File: src/rtl/forwarding_hazard_unit.sv
// Operand forwarding select and load-use stall control for a pipeline with an
// EX slot followed by FWD_DEPTH writeback-tracking stages (S1 nearest).
module forwarding_hazard_unit #(
    parameter int REG_ADDR_SIZE = 5,
    parameter int FWD_DEPTH     = 2,
    parameter int LOAD_LATENCY  = 1
) (
    input  logic                     i_clk,
    input  logic                     i_reset,
    input  logic                     i_halt,
    input  logic                     i_flush,
    input  logic                     i_id_valid,
    input  logic                     i_id_wb,
    input  logic                     i_id_mem_read,
    input  logic [REG_ADDR_SIZE-1:0] i_id_rs,
    input  logic [REG_ADDR_SIZE-1:0] i_id_rt,
    input  logic [REG_ADDR_SIZE-1:0] i_id_wb_addr,
    output logic                     o_stall,
    output logic [1:0]               o_sc_data_a_src,
    output logic [1:0]               o_sc_data_b_src
);

    typedef enum logic {RUN, STALL} state_t;

    localparam logic [1:0] CNT_LOAD = 2'(LOAD_LATENCY - 1);

    state_t                   state_reg, state_next;
    logic [1:0]               cnt_reg, cnt_next;
    logic                     stall;
    logic                     hazard;
    logic                     bubble;

    logic                     ex_valid_reg;
    logic                     ex_wb_reg;
    logic                     ex_mem_read_reg;
    logic [REG_ADDR_SIZE-1:0] ex_rs_reg;
    logic [REG_ADDR_SIZE-1:0] ex_rt_reg;
    logic [REG_ADDR_SIZE-1:0] ex_wb_addr_reg;

    logic                     s_wb_reg      [FWD_DEPTH];
    logic [REG_ADDR_SIZE-1:0] s_wb_addr_reg [FWD_DEPTH];

    assign bubble = i_flush | stall;

    // Addresses follow ID even on a bubble; the cleared control bits make them inert.
    always_ff @(posedge i_clk) begin
        if (i_reset) begin
            ex_valid_reg    <= 1'b0;
            ex_wb_reg       <= 1'b0;
            ex_mem_read_reg <= 1'b0;
            ex_rs_reg       <= '0;
            ex_rt_reg       <= '0;
            ex_wb_addr_reg  <= '0;
        end else if (!i_halt) begin
            ex_valid_reg    <= bubble ? 1'b0 : i_id_valid;
            ex_wb_reg       <= bubble ? 1'b0 : i_id_wb;
            ex_mem_read_reg <= bubble ? 1'b0 : i_id_mem_read;
            ex_rs_reg       <= i_id_rs;
            ex_rt_reg       <= i_id_rt;
            ex_wb_addr_reg  <= i_id_wb_addr;
        end
    end

    generate
        for (genvar gi = 0; gi < FWD_DEPTH; gi++) begin : g_stage
            if (gi == 0) begin : g_first
                always_ff @(posedge i_clk) begin
                    if (i_reset) begin
                        s_wb_reg[gi]      <= 1'b0;
                        s_wb_addr_reg[gi] <= '0;
                    end else if (!i_halt) begin
                        s_wb_reg[gi]      <= ex_wb_reg;
                        s_wb_addr_reg[gi] <= ex_wb_addr_reg;
                    end
                end
            end else begin : g_rest
                always_ff @(posedge i_clk) begin
                    if (i_reset) begin
                        s_wb_reg[gi]      <= 1'b0;
                        s_wb_addr_reg[gi] <= '0;
                    end else if (!i_halt) begin
                        s_wb_reg[gi]      <= s_wb_reg[gi-1];
                        s_wb_addr_reg[gi] <= s_wb_addr_reg[gi-1];
                    end
                end
            end
        end
    endgenerate

    // Scan farthest to nearest so the youngest matching producer overrides.
    always_comb begin
        o_sc_data_a_src = 2'b00;
        o_sc_data_b_src = 2'b00;
        for (int j = FWD_DEPTH - 1; j >= 0; j--) begin
            if (s_wb_reg[j] && (s_wb_addr_reg[j] == ex_rs_reg))
                o_sc_data_a_src = 2'(FWD_DEPTH - j);
            if (s_wb_reg[j] && (s_wb_addr_reg[j] == ex_rt_reg))
                o_sc_data_b_src = 2'(FWD_DEPTH - j);
        end
        if (!ex_valid_reg || (ex_rs_reg == '0))
            o_sc_data_a_src = 2'b00;
        if (!ex_valid_reg || (ex_rt_reg == '0))
            o_sc_data_b_src = 2'b00;
    end

    assign hazard = i_id_valid & ex_valid_reg & ex_mem_read_reg & ex_wb_reg &
                    (ex_wb_addr_reg != '0) &
                    ((ex_wb_addr_reg == i_id_rs) | (ex_wb_addr_reg == i_id_rt));

    always_comb begin
        state_next = state_reg;
        cnt_next   = cnt_reg;
        stall      = 1'b0;
        case (state_reg)
            RUN: begin
                stall = hazard & ~i_flush;
                if (stall && (LOAD_LATENCY > 1)) begin
                    state_next = STALL;
                    cnt_next   = CNT_LOAD;
                end
            end
            STALL: begin
                stall    = ~i_flush;
                cnt_next = cnt_reg - 2'd1;
                if (cnt_reg == 2'd1)
                    state_next = RUN;
            end
            default: begin
                state_next = RUN;
                cnt_next   = 2'd0;
            end
        endcase
        if (i_flush) begin
            state_next = RUN;
            cnt_next   = 2'd0;
        end
    end

    always_ff @(posedge i_clk) begin
        if (i_reset) begin
            state_reg <= RUN;
            cnt_reg   <= 2'd0;
        end else if (!i_halt) begin
            state_reg <= state_next;
            cnt_reg   <= cnt_next;
        end
    end

    assign o_stall = stall;

endmodule

File: config.mk
export PLATFORM = sky130hd
export DESIGN_NAME = forwarding_hazard_unit
export DESIGN_NICKNAME = d
export VERILOG_FILES = /design/src/rtl/forwarding_hazard_unit.sv
export SDC_FILE = /design/constraint.sdc
export NUM_CORES = 1
export LEC_CHECK = 0
export CELL_PAD_IN_SITES_DETAIL_PLACEMENT = 1
export CELL_PAD_IN_SITES_GLOBAL_PLACEMENT = 2
export CORE_MARGIN = 2
export CORE_UTILIZATION = 30
export DETAILED_ROUTE_END_ITERATION = 7
export PLACE_DENSITY_LB_ADDON = 0.1
export SYNTH_ARGS = -nofsm -noshare
export SYNTH_HDL_FRONTEND = slang
export SYNTH_SLANG_ARGS = --single-unit
File: constraint.sdc
create_clock -name i_clk -period 2.3 [get_ports i_clk]
set_input_delay 0.46 -clock i_clk [delete_from_list [all_inputs] [get_ports i_clk]]
set_output_delay 0.46 -clock i_clk [all_outputs]
set_load 0.02 [all_outputs]
### Word level (Yosys, flattened, before mapping)

Memories as Yosys holds them, arrays and structs flattened.
Cells that the tools add are included.

* output and inout port bits: 5
* bits of input ports: 22
* bits in registers: 21
* bits in writable memories: 12
* memories kept: 2
* logic and storage cells: 69

Memories
* s_wb_addr_reg: words 2, width 5, read ports 2, clocked after Yosys merged registers in 0, wr ports 2, RTL line 41 `logic [REG_ADDR_SIZE-1:0] s_wb_addr_reg [FWD_DEPTH];`
* s_wb_reg: words 2, width 1, read ports 2, clocked after Yosys merged registers in 0, wr ports 2, RTL line 40 `logic s_wb_reg [FWD_DEPTH];`

* equal/unequal tests: 7
* muxes and demuxes: 24
* add/sub/neg operators: 1
* reduce and logical (&&, ||, !) cells: 12
* bitwise logic cells: 15

Operator list (count)
* == test 5 bit: 6
* two-way mux 1 bit: 15
* two-way mux 2 bit: 6
* logical NOT 5 bit: 2
* two-way mux 5 bit: 2
* bitwise AND 1 bit: 6
* OR 1 bit: 6
* nonzero test 5 bit: 1
* logical AND 1 bit: 4
* NOT 1 bit: 3
* == test 2 x 1 -> 1 bit, second input constant: 1
* logical OR 1 bit: 2
* one-hot mux 1 bit (2 select lines): 1
* AND reduction 2 bit: 1
* nonzero test 2 bit: 1
* subtractor 2 x 1 -> 2 bit, second input constant: 1
* logical NOT 1 bit: 1

### Logic depth before layout (Yosys ltp)

* depth in word-level cells: 9
* gate-level depth with buffers: 5
* mapped depth without buffers: 5

### Least setup slack after synthesis

OpenSTA, ideal clock, no wires.

* kind: reg2out
* start: memory s_wb_addr_reg[1][1]
* end: output port o_sc_data_a_src[0]
* cell stages (with the launch flop): 5
* buffers on the path: 0
* data arrival time: 1.428 ns
* path slack: 0.412 ns
* path through: edfxtp_1 > xor2_1 > nor4_1 > nand3_1 > nor3b_1

RTL lines
* start, declared: RTL line 41
* end, declared: RTL line 19 `output logic [1:0] o_sc_data_a_src,`

### Worst setup path in the final report

* start: register ex_wb_addr_reg[1]
* end: output port o_stall

* cells in the longest elaborated chain, start to end: 5

Ends and longest elaborated chain
* start, declared: RTL line 38 `logic [REG_ADDR_SIZE-1:0] ex_wb_addr_reg;`
* start signal, assigned: RTL line 60 `ex_wb_addr_reg <= i_id_wb_addr;`
* == test 5 bit or nonzero test 5 bit (tied branches): RTL line 108, 107
* OR 1 bit or bitwise AND 1 bit (tied branches): RTL line 108, 106
* bitwise AND 1 bit (*): RTL line 107 `(ex_wb_addr_reg != '0) &`
* bitwise AND 1 bit (*): RTL line 116 `stall = hazard & ~i_flush;`
* one-hot mux 1 bit (2 select lines) (*): RTL line 114 `case (state_reg)`
* end, declared: RTL line 18 `output logic o_stall,`

Mark *: on every way between the ends. The rest lies on a longest branch, timed or not.

==> flow_metrics.tcl <==
set metrics [dict create \
    status "finished, final reports clean" \
    port_buffers 26 \
    cts_hold_buf 0 \
    hpwl_mm 3.425 \
    fillers 643 \
    first_iter_violations 44 \
    worstHoldPathType "reg -> reg" \
    routabilityCongestion 0.7452 \
    n_antenna_cell 0 \
    power.total_uw 1421 \
    synth_area_per_cell_um2 10.21 \
    multiInputGateArea_um2 873.3 \
    layout-drive-gt1-share_pct 19.16 \
    synth-seq-cells 33 \
    synthArstFlopShare_pct 0 \
    whs_path_depth 2 \
    path_clk_slew_ns 0.07 \
    finClkSkew_ns 0.008532 \
    fmax_ghz 0.4628 \
    endpoint "o_stall" \
    rows 27 \
    first_pass_iters 4 \
    stdcell_count 286 \
    placed_cells_incl_taps 278 \
    cts_buffers 5 \
    antenna_found_initial 0 \
    slew_violations 0 \
    rrSetupSlack_ns 0.83 \
    ir_worst_vdd_uv 293.1 \
    pwr-share-clk_pct 37.4 \
    largest_register_ffs 10 \
    power_frac_seq_pct 47.5 \
    rr_startpoint "ex_wb_addr_reg[1]" \
    worst_setup_path_end_kind "output port" \
    grt_max_degree 15 \
    coreArea_um2 5439 \
    ys.flop_type "dfxtp_1" \
    synth_cells 163 \
    dieArea_um2 6159 \
    grt_overflow 0 \
    power_density_nw_per_um2 628.1 \
    worstReg2RegEnd "ex_wb_reg" \
    rsz0062_at_grt "yes" \
    track_usage_pct 15.39 \
    crit_arrival_ns 1.70 \
    fin_crit_sh_pct 93.95 \
    wl_mm 4.334 \
    synth_edf_count 12 \
    worst_setup_path_start_kind "register" \
    fin_crit_ns 2.161 \
    worstMarginPinSlew_ns 0.6734 \
    ctsLongestPathBuffers 2 \
    cap_violations 0 \
    cts_root_buf "clkbuf_8" \
    finalHoldViolations 0 \
    crit_path_start "ex_wb_addr_reg[1]" \
    holdWs_ns 0.4805 \
    synth_area_um2 1664 \
    intPower_uw 1078 \
    h-tree-depth 2 \
    drc 0 \
    grt_pass1_wl_mm 7.182 \
    cp.required_ns 1.84 \
    io_pins 27 \
    combPwrFrac_pct 15.1 \
    final-seq-area_um2 782.0 \
    vias 1310 \
    cts_tree "done" \
    wl_per_cell_um 15.15 \
    critPathMaxFanout 2 \
    switching_power_uw 342.4 \
    ys_seq_area_share_pct 46.92 \
    crit_type "reg -> out" \
    nets 236 \
    postRouteAntennaNets 0 \
    reg2regPathDepth 5 \
    yosys_warnings 0 \
    routed_via_density 4.580 \
    synth_cell_type_count 29 \
    area_growth_pct 35.94 \
    clock-sinks 33 \
    die_h_um 78.48 \
    initial_core_util_pct 30.60 \
    die_w_um 78.48 \
    p_leak_uw 0.0009618 \
    synth_nets 186 \
    slew_headroom_pct 54.94 \
    clk_latency_ns 0.28 \
    first_global_vias 1507 \
    p_sw_share_pct 24.10 \
    finalSetupViolations 0 \
]
[worst min path at each step]
stage	start	to	slack, ns
4_1_cts	cnt_reg[1]	cnt_reg[1]	0.49
2_1_floorplan	ex_mem_read_reg	ex_mem_read_reg	0.43
5_1_grt	ex_mem_read_reg	ex_mem_read_reg	0.51
3_5_place_dp	ex_mem_read_reg	ex_mem_read_reg	0.47
6_report	cnt_reg[1]	cnt_reg[1]	0.48
3_3_place_gp	ex_mem_read_reg	ex_mem_read_reg	0.44
[worst max-delay path, cell delays in order, from the launching register on]
cell	delay (ns)
dfxtp_1	0.33
or4_4	0.56
o21ai_4	0.15
nor2_2	0.04
a21bo_1	0.18
buf_2	0.15
[metrics by stage]
stage | setup WS [ns] | area, µm² | utilization, % | TNS, ns
2_1_floorplan | 0.4116 | 1664 | - | 0
6_report | 0.1391 | 2262 | 41.59 | 0
3_3_place_gp | -0.3778 | 2158 | 39.68 | -0.3839
4_1_cts | -0.01227 | 2281 | 41.94 | -0.01227
3_5_place_dp | -0.3894 | 2158 | 39.68 | -0.4903
5_1_grt | -0.02243 | 2262 | 41.59 | -0.02243
[power groups by stage]
stage               Sequential [µW]  Clock, µW  Combinational (µW)
global route                    680        570                 237
CTS                             675        545                 217
floorplan                       678          0                 110
detailed placement              688          0                 211
global placement                686          0                 204
finish                          674        531                 215
[layout make-up]
type                            instances  area share [%]
Timing Repair Buffer                   48           17.81
Multi-Input combinational cell        123           38.61
Tap cell                               72           3.982
Clock buffer                            6           3.208
Clock inverter                          2           1.493
Sequential cell                        33           34.57
Inverter                                2          0.3319
[kinds of logic (layout without fill, tap and decap cells)]
family,count (synthesis),after routing,synth area share [%]
mux,15,15,9.022
xor+xnor,30,30,15.79
fa+ha+maj,1,1,0.7518
simple gates,62,62,19.55
flops,33,33,46.92
buf+inv,7,58,1.729
compound gates,15,15,6.241
[cells in the mapped netlist, types with 3 or more instances]
cell | n | area [µm²]
xnor2_1 | 14 | 122.6
nand3_1 | 6 | 30.03
nor2_1 | 22 | 82.58
o21ai_0 | 7 | 35.03
mux2i_1 | 15 | 150.1
dfxtp_1 | 21 | 420.4
edfxtp_1 | 12 | 360.4
nand2_1 | 6 | 22.52
xor2_1 | 16 | 140.1
clkbuf_1 | 3 | 11.26
nor4_1 | 5 | 31.28
and2_1 | 11 | 68.82
nor3b_1 | 3 | 22.52
a32oi_1 | 3 | 26.28
[timing repair]
action                                  CTS  global route
resized for setup                        19             8
setup buffers                             0             0
endpoints found under the setup margin    5             5
pin swaps                                 0             7
[per-layer routing]
layer | up-vias | share of wire, % | global-route usage (%)
met5 | - | 0 | 0
li1 | 663 | - | -
met4 | 0 | 1.2 | 4.211
met1 | 621 | 45 | 18.25
met3 | 6 | 2.3 | 3.563
met2 | 20 | 52 | 27.76
[placed cells by master (no fill, tap or decap), types with 2 or more instances in the layout]
cell type,instances
mux2i_1,15
inv_1,2
or4_1,2
nand2_1,6
nand3_1,6
nor2_1,22
dfxtp_1,20
nor4_2,2
edfxtp_1,12
o21ai_0,5
a32oi_1,3
clkbuf_8,5
a21oi_1,2
and2_1,11
buf_2,3
nor3b_1,3
clkdlybuf4s50_1,20
clkbuf_2,2
o21ai_1,2
xor2_1,16
nor4_1,3
xnor2_1,14
buf_4,22
Note: power is estimated with default switching activity, not from simulation.
==> RTL edit 1: new RTL, config.mk and constraints unchanged <==
Change the parameter `FWD_DEPTH` from 2 to 8.
--- a/src/rtl/forwarding_hazard_unit.sv
+++ b/src/rtl/forwarding_hazard_unit.sv
@@ -3,5 +3,5 @@
 module forwarding_hazard_unit #(
     parameter int REG_ADDR_SIZE = 5,
-    parameter int FWD_DEPTH     = 2,
+    parameter int FWD_DEPTH     = 8,
     parameter int LOAD_LATENCY  = 1
 ) (
Formal check against the unedited RTL: not equivalent (Yosys sat finds a counterexample within 4 cycles, from zero or initial values and one cycle with i_reset high).
==> RTL edit 1 against the original RTL <==
Clock skew decreased by 3.0 ps. Power increased by 140%. Routed wire length increased by 140%. Sequential cell count increased by 36. Largest cell class unchanged. Synthesized cell count increased by 110%. Count of clock-buffer cells in the layout increased by 6. Final area increased by 140%. Critical endpoint is now o_sc_data_b_src[0]. Worst setup slack got worse by 420 ps. Critical path type unchanged. Combinational power increased to 2.7 times the old value. The flow now finishes with violations (negative setup slack). Largest power group unchanged. Via count increased by 120%. Synthesized area increased by 130%. Worst hold slack got worse by 23 ps.
==> RTL edit 1: results (changes against the original RTL) <==
The net switching power figure came out at 0.884 mW (+160%). The number of fillers in the final layout came out at 1391 (+120%). The data arrival time of the worst path was 2120 ps (+420 ps). In this run the worst hold path is classified as in -> reg. The unique cell type count in the Yosys netlist came to 31 (+6.9%). The routing usage on met3 is 3.89% (+0.33 points). The number of endpoints failing setup at the final stage came out at 4 (+4).

The met2 capacity usage during global routing is 28.5% (+0.77 points). In the post-synthesis netlist, the biggest area contributors are sky130_fd_sc_hd__edfxtp_1, sky130_fd_sc_hd__xor2_1, sky130_fd_sc_hd__dfxtp_1. The post-synthesis adder-cell area fraction is 0.330% (-0.42 points). The top fanout value on the critical path is 5 (+3). The cell count after placement came out at 599 (+120%). The total met2 wirelength after detailed routing is 5.33 mm (+140%). The clock latency on the worst-skew pair came to 340 ps (+60 ps).

The checks that failed: negative setup slack. The number of nets in the final layout is 479 (+100%). The global-route wire length before repair is 16.7 mm (+130%).

The detailed-route wire length per cell is 16.7 um (+10%). The sequential fraction of the synthesis area came out at 49.1% (+2.2 points). The worst hold path begins at i_id_rt[3]. The critical path ends at o_sc_data_b_src[0].

The number of buffers created by CTS came out at 9 (+4). The clock skew after layout is 5.53 ps (-3.00 ps). The clock edge transition at the registers on the reported setup and hold paths came out at 50 ps (-20 ps). The combinational power share came out at 17.3% (+2.2 points).

The number of enable flip-flop cells after synthesis came out at 48 (+36). The number of nets produced by synthesis came out at 364 (+96%). The number of cells traversed by the worst register-to-register path is 6 (+1). The number of buffers inserted by post-CTS setup repair is 9 (+9). The worst register-to-register path ends at ex_valid_reg.

The largest net degree at the start of global routing is 49 (+34). The post-route worst setup slack is -278 ps (-417 ps). The commonest cells after synthesis are sky130_fd_sc_hd__xor2_1, sky130_fd_sc_hd__and2_1, sky130_fd_sc_hd__edfxtp_1. The flow ran to the end, but the final reports show violations. The number of flip-flops under the largest register name came out at 40 (+30). The multiplexer fraction of the synthesized cell area came to 3.96% (-5.1 points). The average size of a mapped cell is 11.1 um2 (+9.0%). The wire length on met1 came out at 4.72 mm (+140%). The cell depth of the worst hold path is 3 (+1). In this run the worst setup path begins at ex_rt_reg[3]. The share of layout cells above drive strength 1 is 31.7% (+13 points). The final total negative setup slack is -955 ps (-955 ps). The xor/xnor share of the synthesized area came out at 20.8% (+5.0 points).

Among all stages on the critical path, the largest delay is contributed by sky130_fd_sc_hd__nor4_1. The post-cts gate resize count is 53 (+34).
## RTL edit 1: changes by cell type after synthesis, moves of 8 or more
cell                       before  now
sky130_fd_sc_hd__xor2_1        16   68
sky130_fd_sc_hd__and2_1        11   48
sky130_fd_sc_hd__edfxtp_1      12   48
sky130_fd_sc_hd__nand3_1        6   16
sky130_fd_sc_hd__nor4_1         5   15
sky130_fd_sc_hd__xnor2_1       14   22
## RTL edit 1: final cells by class
cell class	instances	area (um2)	area share, %
clock buffer	12	246	4.62
timing repair buffer	123	1060	19.9
multi-input combinational	248	1890	35.4
clock inverter	4	23.8	0.445
inverter	5	18.8	0.352
tap	172	215	4.03
sequential	69	1880	35.2
## RTL edit 1: stage by stage
step / area (um2) / power [mW] / setup slack (ps) / hold slack [ps]
final: 5340 / 3.36 / -278 / 457
after floorplan: 3790 / 1.76 / 144 / 442
after global routing: 5340 / 3.51 / -385 / 479
after CTS: 5190 / 3.38 / -246 / 480
after global placement: 4770 / 2.02 / -549 / 455
after detailed placement: 4770 / 2.03 / -544 / 467
==> RTL edit 2: new RTL, same flow settings <==
Without the edit above. Reset style: asynchronous (`i_reset`), changed in 4 clocked blocks.
--- a/src/rtl/forwarding_hazard_unit.sv
+++ b/src/rtl/forwarding_hazard_unit.sv
@@ -44,5 +44,5 @@
 
     // Addresses follow ID even on a bubble; the cleared control bits make them inert.
-    always_ff @(posedge i_clk) begin
+    always_ff @(posedge i_clk or posedge i_reset) begin
         if (i_reset) begin
             ex_valid_reg    <= 1'b0;
@@ -65,5 +65,5 @@
         for (genvar gi = 0; gi < FWD_DEPTH; gi++) begin : g_stage
             if (gi == 0) begin : g_first
-                always_ff @(posedge i_clk) begin
+                always_ff @(posedge i_clk or posedge i_reset) begin
                     if (i_reset) begin
                         s_wb_reg[gi]      <= 1'b0;
@@ -75,5 +75,5 @@
                 end
             end else begin : g_rest
-                always_ff @(posedge i_clk) begin
+                always_ff @(posedge i_clk or posedge i_reset) begin
                     if (i_reset) begin
                         s_wb_reg[gi]      <= 1'b0;
@@ -137,5 +137,5 @@
     end
 
-    always_ff @(posedge i_clk) begin
+    always_ff @(posedge i_clk or posedge i_reset) begin
         if (i_reset) begin
             state_reg <= RUN;
Function: differs if i_reset is asserted again (counterexample within 4 cycles, from zero or initial values and one cycle with i_reset high); with i_reset held inactive, the same outputs for 10 cycles.
==> RTL edit 2 against the original RTL <==
Worst setup slack got worse by 52 ps. Synthesized cell count decreased by 10%. Worst hold slack improved by 7.8 ps. Final area rose by 2.2%. Synthesized area increased by 3.9%. Highest routed layer unchanged. Critical path type unchanged. Routed wire length fell by 4.7%. Sequential cell count unchanged. Final cell count decreased by 7.3%. Power grew 6.8%. Register-to-register slack worse by 30 ps.
==> RTL edit 2: results (changes against the original RTL) <==
The proportion of synthesized flip-flops having asynchronous set or reset came out at 100% (+100 points). The number of I/O port buffers is 26 (unchanged). The launching point of the worst reg2reg path is ex_wb_addr_reg[1]. The count of vias placed by the detailed router is 1248 (-4.7%).

The final wirelength is 4.13 mm (-4.7%). The clock tree buffer depth is 2 (unchanged). The detailed router's first-iteration violation count was 61 (+39%). The clock latency on the worst-skew pair is 280 ps (about the same). The weighted congestion reported at the end of routability-driven placement came out at 0.703 (-5.6%). The largest vdd supply drop is 0.311 mV (+6.0%). The global-route wire length before repair came out at 6.98 mm (-2.8%). The worst slew margin relative to its limit is 69.6% (+15 points).

The sequential fraction of the synthesis area is 47.8% (+0.84 points). The reg-to-reg setup timing slack is 800 ps (-30 ps). The total iterations of the first detailed-routing run came out at 2 (-2).

The leakage component of the power is 0.934 nW (-2.8%). Clock-pin slew was measured on the worst setup and hold paths at approximately 60 ps. The unique cell type count in the Yosys netlist came to 26 (-10%). The clock skew after layout came out at 2.59 ps (-5.94 ps).

The number of fillers in the final layout is 617 (-4.0%). In this run the worst setup path terminates at o_sc_data_b_src[1]. The via count of the first global-routing pass came out at 1363 (-9.6%).

The total global-route track usage is 14.7% (-0.65 points). The post-DP HPWL is 3.19 mm (-6.8%). The number of buffers inserted by post-CTS setup repair came out at 1 (+1). The number of nets produced by synthesis was 169 (-9.1%). After synthesis, the cell types taking the most area are sky130_fd_sc_hd__dfrtp_1, sky130_fd_sc_hd__mux2_2, sky130_fd_sc_hd__xor2_1.

The family with the most delay on the worst path is simple AND/OR/NAND/NOR gates. Among all stages on the critical path, the largest delay is contributed by sky130_fd_sc_hd__or4_1. The largest net degree at the start of global routing is 39 (+24). The post-cts gate resize count is 19 (unchanged). The worst hold path terminates at ex_mem_read_reg. The delay of the slowest critical-path stage is 530 ps (-30 ps). In this run the worst setup path begins at ex_rt_reg[0]. The data arrival time of the worst path came out at 1750 ps (+50 ps). The post-placement worst setup slack is -413 ps (-23.5 ps). The worst register-to-register path ends at ex_wb_reg. The number of nets in the final layout is 216 (-8.5%). The share of layout cells above drive strength 1 is 34.7% (+16 points). Ranked by instance count, the synthesized netlist is headed by sky130_fd_sc_hd__dfrtp_1, sky130_fd_sc_hd__mux2_2, sky130_fd_sc_hd__xor2_1. The number of warning messages in the yosys log is 0 (unchanged).

The top fanout value on the critical path came out at 4 (+2). The run finished with clean final reports. The worst hold path begins at ex_mem_read_reg.
-- RTL edit 2: cell count changes after synthesis, sizes merged, moves of 14 or more --
cell / change
nor2: -17
mux2i: -14
dfxtp: -21
dfrtp: +33
mux2: +27
-- RTL edit 2: power breakdown --
| group | switching, mW | internal, mW | leakage, nW |
|---|---|---|---|
| sequential | 0.0838 | 0.652 | 0.393 |
| combinational | 0.143 | 0.204 | 0.497 |
| clock | 0.196 | 0.237 | 0.0443 |
-- RTL edit 2: tightest hold or removal path, cell delays in order (launching register included) --
cell                      delay [ps]
sky130_fd_sc_hd__dfrtp_1         350
sky130_fd_sc_hd__a32oi_1          50
sky130_fd_sc_hd__o21ai_0          60
-- RTL edit 2: cells by family after synthesis --
logic type	Yosys count	synth area share, %
AOI/OAI and AO/OA	14	5.79
buffers and inverters	7	1.74
and+or+nand+nor	33	10.6
adders and majority gates	1	0.723
DFF	33	47.8
xor gates and xnor gates	30	15.2
muxes	28	18.2
-- RTL edit 2: routing by layer --
metal	vias to the layer above	global-route usage, %	share of wire [%]
li1	608	-	-
met1	617	20.5	48
met2	19	22.4	48
met3	4	4.07	3.2
met4	0	4.07	0.92
met5	-	0	0
-- RTL edit 2: final cells by class --
cell class | count | area share, %
clock buffers | 7 | 3.74
inverters | 3 | 0.487
multi-input cells | 106 | 39.2
flip-flops and latches | 33 | 35.9
well taps | 72 | 3.90
repair buffers | 44 | 16.8
-- RTL edit 2: stage by stage --
stage | hold WS, ps | std cells | cell area, um2 | util (%) | TNS [ps]
after global placement | 470 | 257 | 2200 | 39.7 | -420
after floorplan | 450 | 146 | 1730 | - | 0
final | 488 | 265 | 2310 | 41.7 | 0
after global routing | 535 | 265 | 2310 | 41.7 | -21.7
after CTS | 495 | 265 | 2310 | 41.6 | 0
after detailed placement | 483 | 257 | 2200 | 39.7 | -439
